===== config.mk =====
export PLATFORM = sky130hd
export DESIGN_NAME = bcd_converter_seq
export DESIGN_NICKNAME = d
export VERILOG_FILES = /design/src/rtl/bcd_pkg.sv /design/src/rtl/bcd_digit_adjust.sv /design/src/rtl/bcd_converter_seq.sv
export SDC_FILE = /design/constraint.sdc
export NUM_CORES = 1
export LEC_CHECK = 0
export BUFFER_PORTS_ARGS = -buffer_cell sky130_fd_sc_hd__buf_4
export CAP_MARGIN = 10
export CORE_MARGIN = 2
export CORE_UTILIZATION = 60
export DETAILED_ROUTE_END_ITERATION = 16
export PLACE_DENSITY = 0.9
export SLEW_MARGIN = 10
export SYNTH_ARGS = -nofsm -noshare
export SYNTH_HDL_FRONTEND = slang
export SYNTH_SLANG_ARGS = --single-unit

===== constraint.sdc =====
create_clock -name clk -period 3.29 [get_ports clk]
set_input_delay 0.1645 -clock clk [delete_from_list [all_inputs] [get_ports clk]]
set_output_delay 0.1645 -clock clk [all_outputs]
set_load 0.02 [all_outputs]

===== src/rtl/bcd_pkg.sv =====
// bcd_pkg: shared constants for the double-dabble converter and the display stage
package bcd_pkg;
  localparam logic [0:0] IDLE        = 1'b0;
  localparam logic [0:0] SHIFT       = 1'b1;
  localparam logic [3:0] ADD3_THRESH = 4'd5;
  localparam logic [3:0] BCD_NINE    = 4'h9;
  localparam logic [3:0] BCD_BLANK   = 4'hF;
endpackage


===== src/rtl/bcd_digit_adjust.sv =====
// bcd_digit_adjust: add-3 correction applied to one BCD digit before each shift
module bcd_digit_adjust
  import bcd_pkg::*;
(
  input  logic [3:0] digit_i,
  output logic [3:0] digit_o
);
  // 4-bit result; a carry into the neighbouring digit is impossible for digits 5..9
  always_comb digit_o = (digit_i >= ADD3_THRESH) ? digit_i + 4'd3 : digit_i;
endmodule


===== src/rtl/bcd_converter_seq.sv =====
// bcd_converter_seq: multi-cycle binary-to-BCD converter with start/done handshake
module bcd_converter_seq
  import bcd_pkg::*;
#(
  parameter int WIDTH  = 8,
  parameter int DIGITS = 3
) (
  input  logic                  clk,
  input  logic                  rst,
  input  logic [WIDTH-1:0]      bin_in,
  input  logic                  start,
  output logic                  busy,
  output logic                  done,
  output logic [4*DIGITS-1:0]   bcd_out,
  output logic [DIGITS-1:0]     lz_mask,
  output logic                  overflow
);
  localparam int SW = 4*DIGITS + WIDTH;
  localparam int CW = $clog2(WIDTH + 1);
  logic [0:0]          state_q;
  logic [CW-1:0]       cnt_q;
  logic [SW-1:0]       sr_q, adj, sr_d;
  logic                ovf_q, ovf_d, ovf_out_q, done_q, last;
  logic [4*DIGITS-1:0] bcd_q, bcd_d;
  logic [DIGITS-1:0]   lz_q, lz_d;

  assign adj[WIDTH-1:0] = sr_q[WIDTH-1:0];
  for (genvar k = 0; k < DIGITS; k++) begin : g_adj
    bcd_digit_adjust u_adj (
      .digit_i(sr_q[WIDTH+4*k +: 4]),
      .digit_o(adj[WIDTH+4*k +: 4])
    );
  end

  // next shift-register value, sticky overflow and the result that the final step commits
  always_comb begin
    sr_d  = {adj[SW-2:0], 1'b0};
    ovf_d = ovf_q | adj[SW-1];
    bcd_d = ovf_d ? {DIGITS{BCD_NINE}} : sr_d[SW-1:WIDTH];
    last  = cnt_q == CW'(WIDTH - 1);
    lz_d  = '0;
    for (int k = 1; k < DIGITS; k++) lz_d[k] = (bcd_d >> (4*k)) == '0;
  end

  // FSM, datapath and output registers; reset discards any conversion in flight
  always_ff @(posedge clk or negedge rst) begin
    if (!rst) begin
      state_q   <= IDLE;
      cnt_q     <= '0;
      sr_q      <= '0;
      ovf_q     <= 1'b0;
      ovf_out_q <= 1'b0;
      done_q    <= 1'b0;
      bcd_q     <= '0;
      lz_q      <= ~DIGITS'(1);
    end else begin
      done_q <= 1'b0;
      if (state_q == IDLE) begin
        if (start) begin
          state_q <= SHIFT;
          sr_q    <= {{(4*DIGITS){1'b0}}, bin_in};
          cnt_q   <= '0;
          ovf_q   <= 1'b0;
        end
      end else begin
        sr_q  <= sr_d;
        ovf_q <= ovf_d;
        cnt_q <= cnt_q + CW'(1);
        if (last) begin
          state_q   <= IDLE;
          bcd_q     <= bcd_d;
          lz_q      <= lz_d;
          ovf_out_q <= ovf_d;
          done_q    <= 1'b1;
        end
      end
    end
  end

  assign busy     = state_q == SHIFT;
  assign done     = done_q;
  assign bcd_out  = bcd_q;
  assign lz_mask  = lz_q;
  assign overflow = ovf_out_q;
endmodule


==> flow_metrics.py <==
metrics = {
    "run_status": {
        "run_status": "complete, no violations",
    },
    "sta": {
        "slew_worst_pin_ns": 0.502,
        "min_period_ns": 1.95,
        "rsz0062_at_grt": "false",
        "max_slew_margin_pct": 66.5,
        "maximum_clock_skew_at_final_layout_ns": 0.00936,
        "timing.final.setup_violations": 0,
        "drv_slew": 0,
        "fmax_mhz": 512,
        "post-route-period-util_pct": 59.4,
        "whs_ns": 0.0618,
        "final-hold-violation-count": 0,
        "tns_ns": 0,
    },
    "final_layout": {
        "fraction_of_final_layout_cells_with_drive_strength_greater_than_1_pct": 22.2,
        "n_antenna_cell": 0,
        "fillerInstances": 275,
        "flow.area_growth_from_synthesis_pct": 13.8,
        "fin_cells": 276,
        "finish.utilization_pct": 70.3,
        "final_layout_net_count": 247,
    },
    "floorplan": {
        "initial_core_util_pct": 61.8,
        "die-area_um2": 3900,
        "dieWidth_um": 62.4,
        "design.core.area_um2": 3310,
        "io_pins": 29,
        "core.rowCount": 21,
        "die_height_um": 62.4,
    },
    "placed_design": {
        "placed_cells_incl_taps": 267,
        "input_output_buffers": 27,
        "detailed_place_hpwl_um": 2920,
        "gp_congestion": 0.797,
    },
    "global_route": {
        "grt_overall_usage_pct": 23.3,
        "grt_remaining_overflow": 0,
        "initial_antenna_violation_count": 0,
        "number_of_global_route_vias_before_repair": 1529,
        "first_pass_grt_wire_length_um": 7070,
        "grt_start_max_net_pins": 43,
    },
    "setup_path": {
        "path_class": "reg2reg",
        "worst-path-max-fanout": 11,
        "critPathLaunchType": "flip-flop",
        "cp_data_required_time_ns": 3.55,
        "cp-end-kind": "flip-flop",
        "crit_path_arrival_time_ns": 2.22,
    },
    "synthesis": {
        "sequential_area_share_after_synthesis_pct": 51.5,
        "yosysWarnings": 0,
        "netlist_area_um2": 2050,
        "synth_cell_types": 42,
        "number_of_instances_in_the_synthesized_netlist": 202,
        "syn_area_per_cell_um2": 10.1,
        "synth_async_sr_flop_share_pct": 100,
        "yosys_register_bits": 42,
        "synth.net_count": 220,
        "count_of_flip_flops_with_a_built_in_enable_after_synthesis": 0,
        "ys.flop_type": "sky130_fd_sc_hd__dfrtp_1",
    },
    "clocking": {
        "clock-sinks": 42,
        "cts_max_level": 2,
        "ctsHoldBuffers": 1,
        "cts_setup_buffers": 0,
        "clkSlewWorstSetupHoldPaths_ns": 0.12,
        "number_of_buffers_on_the_longest_clock_path": 2,
        "cts_buffers": 5,
        "cts_root_buf": "sky130_fd_sc_hd__clkbuf_4",
        "cts.repair.resized": 0,
        "tritoncts": "yes",
        "worst_skew_pair.late_latency_ns": 0.35,
    },
    "detailed_routing": {
        "route.detailed.drc": 0,
        "post_drt_via_cell_ratio": 5.62,
        "length_of_the_first_detailed_routing_pass_in_iterations": 4,
        "post_drt_wl_per_cell_um": 14.1,
        "drt_iter0_markers": 100,
        "postRouteAntennaNets": 0,
        "totalWireLength_um": 3900,
        "via_total_after_detailed_routing": 1552,
    },
    "hold_path": {
        "timing.hold.worst.class": "in2reg",
    },
    "pwr": {
        "irDropWorstVdd_mv": 0.407,
        "cellPowerDensity_nw_per_um2": 1010,
        "leakage_nw": 1.08,
    },
    "run": {
        "cap_violations": 0,
    },
}
## cell type report
class	instances	area, um^2	area share (%)
flip-flops and latches	42	1050	45.2
clock buffers	8	48.8	2.10
inverters	9	33.8	1.45
well taps	46	57.6	2.47
repair buffers	31	235	10.1
multi-input cells	140	900	38.6
## final timing paths
check / end / slack [ns] / start / depth (start not counted)
setup / recovery: lz_mask[1]$_DFFE_PN1P_ / 1.34 / sr_q[16]$_DFFE_PN0P_ / 8
hold reg to reg: bcd_out[5]$_DFFE_PN0P_ / 0.48 / bcd_out[5]$_DFFE_PN0P_ / 2
max in group asynchronous: lz_mask[2]$_DFFE_PN1P_ / 2.61 / rst / 2
hold / removal: sr_q[0]$_DFFE_PN0P_ / 0.06 / bin_in[0] / 3
min in group asynchronous: bcd_out[4]$_DFFE_PN0P_ / 0.32 / rst / 2
setup reg to reg: lz_mask[1]$_DFFE_PN1P_ / 1.34 / sr_q[16]$_DFFE_PN0P_ / 8
## per-stage QoR
stage | instance area, um^2 | setup slack (ns) | power [mW]
final | 2330 | 1.34 | 2.35
after global routing | 2330 | 1.14 | 2.56
after CTS | 2330 | 1.32 | 2.37
after detailed placement | 2270 | 1.34 | 2.13
after global placement | 2270 | 1.42 | 2.07
after floorplan | 2050 | 1.59 | 1.77
## worst max-delay path: stages (launching register included)
cell	delay [ns]
sky130_fd_sc_hd__dfrtp_1	0.44
sky130_fd_sc_hd__inv_1	0.13
sky130_fd_sc_hd__ha_1	0.23
sky130_fd_sc_hd__nand2b_1	0.10
sky130_fd_sc_hd__nor3b_1	0.16
sky130_fd_sc_hd__a211oi_2	0.20
sky130_fd_sc_hd__buf_4	0.21
sky130_fd_sc_hd__nand4_2	0.11
sky130_fd_sc_hd__o41ai_2	0.29
## Yosys cell counts, types with 3 or more instances
master                     count  area, um^2
sky130_fd_sc_hd__ha_1          7        87.6
sky130_fd_sc_hd__o22ai_1       5        31.3
sky130_fd_sc_hd__a31o_2        3        26.3
sky130_fd_sc_hd__o31ai_1       3        22.5
sky130_fd_sc_hd__a22o_1        3        26.3
sky130_fd_sc_hd__dfrtp_1      40        1000
sky130_fd_sc_hd__a21oi_1       9        45.0
sky130_fd_sc_hd__nand2b_1      3        18.8
sky130_fd_sc_hd__mux2i_1       9        90.1
sky130_fd_sc_hd__buf_2         3        15.0
sky130_fd_sc_hd__nand2_1      29         109
sky130_fd_sc_hd__clkbuf_1      4        15.0
sky130_fd_sc_hd__nor2_1       16        60.1
sky130_fd_sc_hd__inv_1         7        26.3
sky130_fd_sc_hd__a31oi_1       5        31.3
sky130_fd_sc_hd__nand3_1       4        20.0
sky130_fd_sc_hd__nor3b_1       4        30.0
sky130_fd_sc_hd__xnor2_1       4        35.0
sky130_fd_sc_hd__o21ai_0      16        80.1
## cells in the final DEF, fill, tap and decap left out, types with 2 or more instances in the layout
master                     synthesis  routed
sky130_fd_sc_hd__a21o_1            2       2
sky130_fd_sc_hd__dfstp_2           2       2
sky130_fd_sc_hd__mux2i_1           9       9
sky130_fd_sc_hd__clkbuf_1          4       3
sky130_fd_sc_hd__buf_4             2      30
sky130_fd_sc_hd__nor2_1           16      16
sky130_fd_sc_hd__nand3_1           4       4
sky130_fd_sc_hd__nor3b_1           4       4
sky130_fd_sc_hd__a21oi_1           9       9
sky130_fd_sc_hd__mux2_2            2       2
sky130_fd_sc_hd__dfrtp_1          40      40
sky130_fd_sc_hd__a31o_2            3       3
sky130_fd_sc_hd__nand2_1          29      29
sky130_fd_sc_hd__clkbuf_4          0       5
sky130_fd_sc_hd__ha_1              7       7
sky130_fd_sc_hd__xnor2_1           4       4
sky130_fd_sc_hd__inv_1             7       7
sky130_fd_sc_hd__o21ai_0          16      16
sky130_fd_sc_hd__a31oi_1           5       5
sky130_fd_sc_hd__nand2b_1          3       3
sky130_fd_sc_hd__clkinv_1          2       2
sky130_fd_sc_hd__o22ai_1           5       5
sky130_fd_sc_hd__o31ai_1           3       3
sky130_fd_sc_hd__a22o_1            3       3
## logic make-up (layout without fill, tap and decap cells)
| group | after synthesis | in the layout | synth area share [%] |
|---|---|---|---|
| compound gates | 53 | 53 | 16.9 |
| mux | 12 | 12 | 6.23 |
| xor+xnor | 5 | 5 | 2.14 |
| other cells | 1 | 1 | 0.183 |
| buf+inv | 20 | 48 | 4.58 |
| flops | 42 | 42 | 51.5 |
| fa+ha+maj | 7 | 7 | 4.28 |
| simple gates | 62 | 62 | 14.2 |
## sequential cells by signal, indices dropped and copies added (netlist names)
name      flops
bcd_out      12
busy          1
cnt_q         4
done          1
lz_mask       2
overflow      1
ovf_q         1
sr_q         20
## power breakdown
part / switching, mW / internal, mW / total [mW]
logic: 0.671 / 0.524 / 1.20
registers: 0.186 / 0.733 / 0.920
clock network: 0.153 / 0.0853 / 0.238
## routing by layer
metal  GRT usage (%)  routed length, um
met1            30.1               1610
met4            8.33                 47
met3            4.50                252
met2            39.4               1990
met5               0                  0
Note: power is estimated with default switching activity, not from simulation.
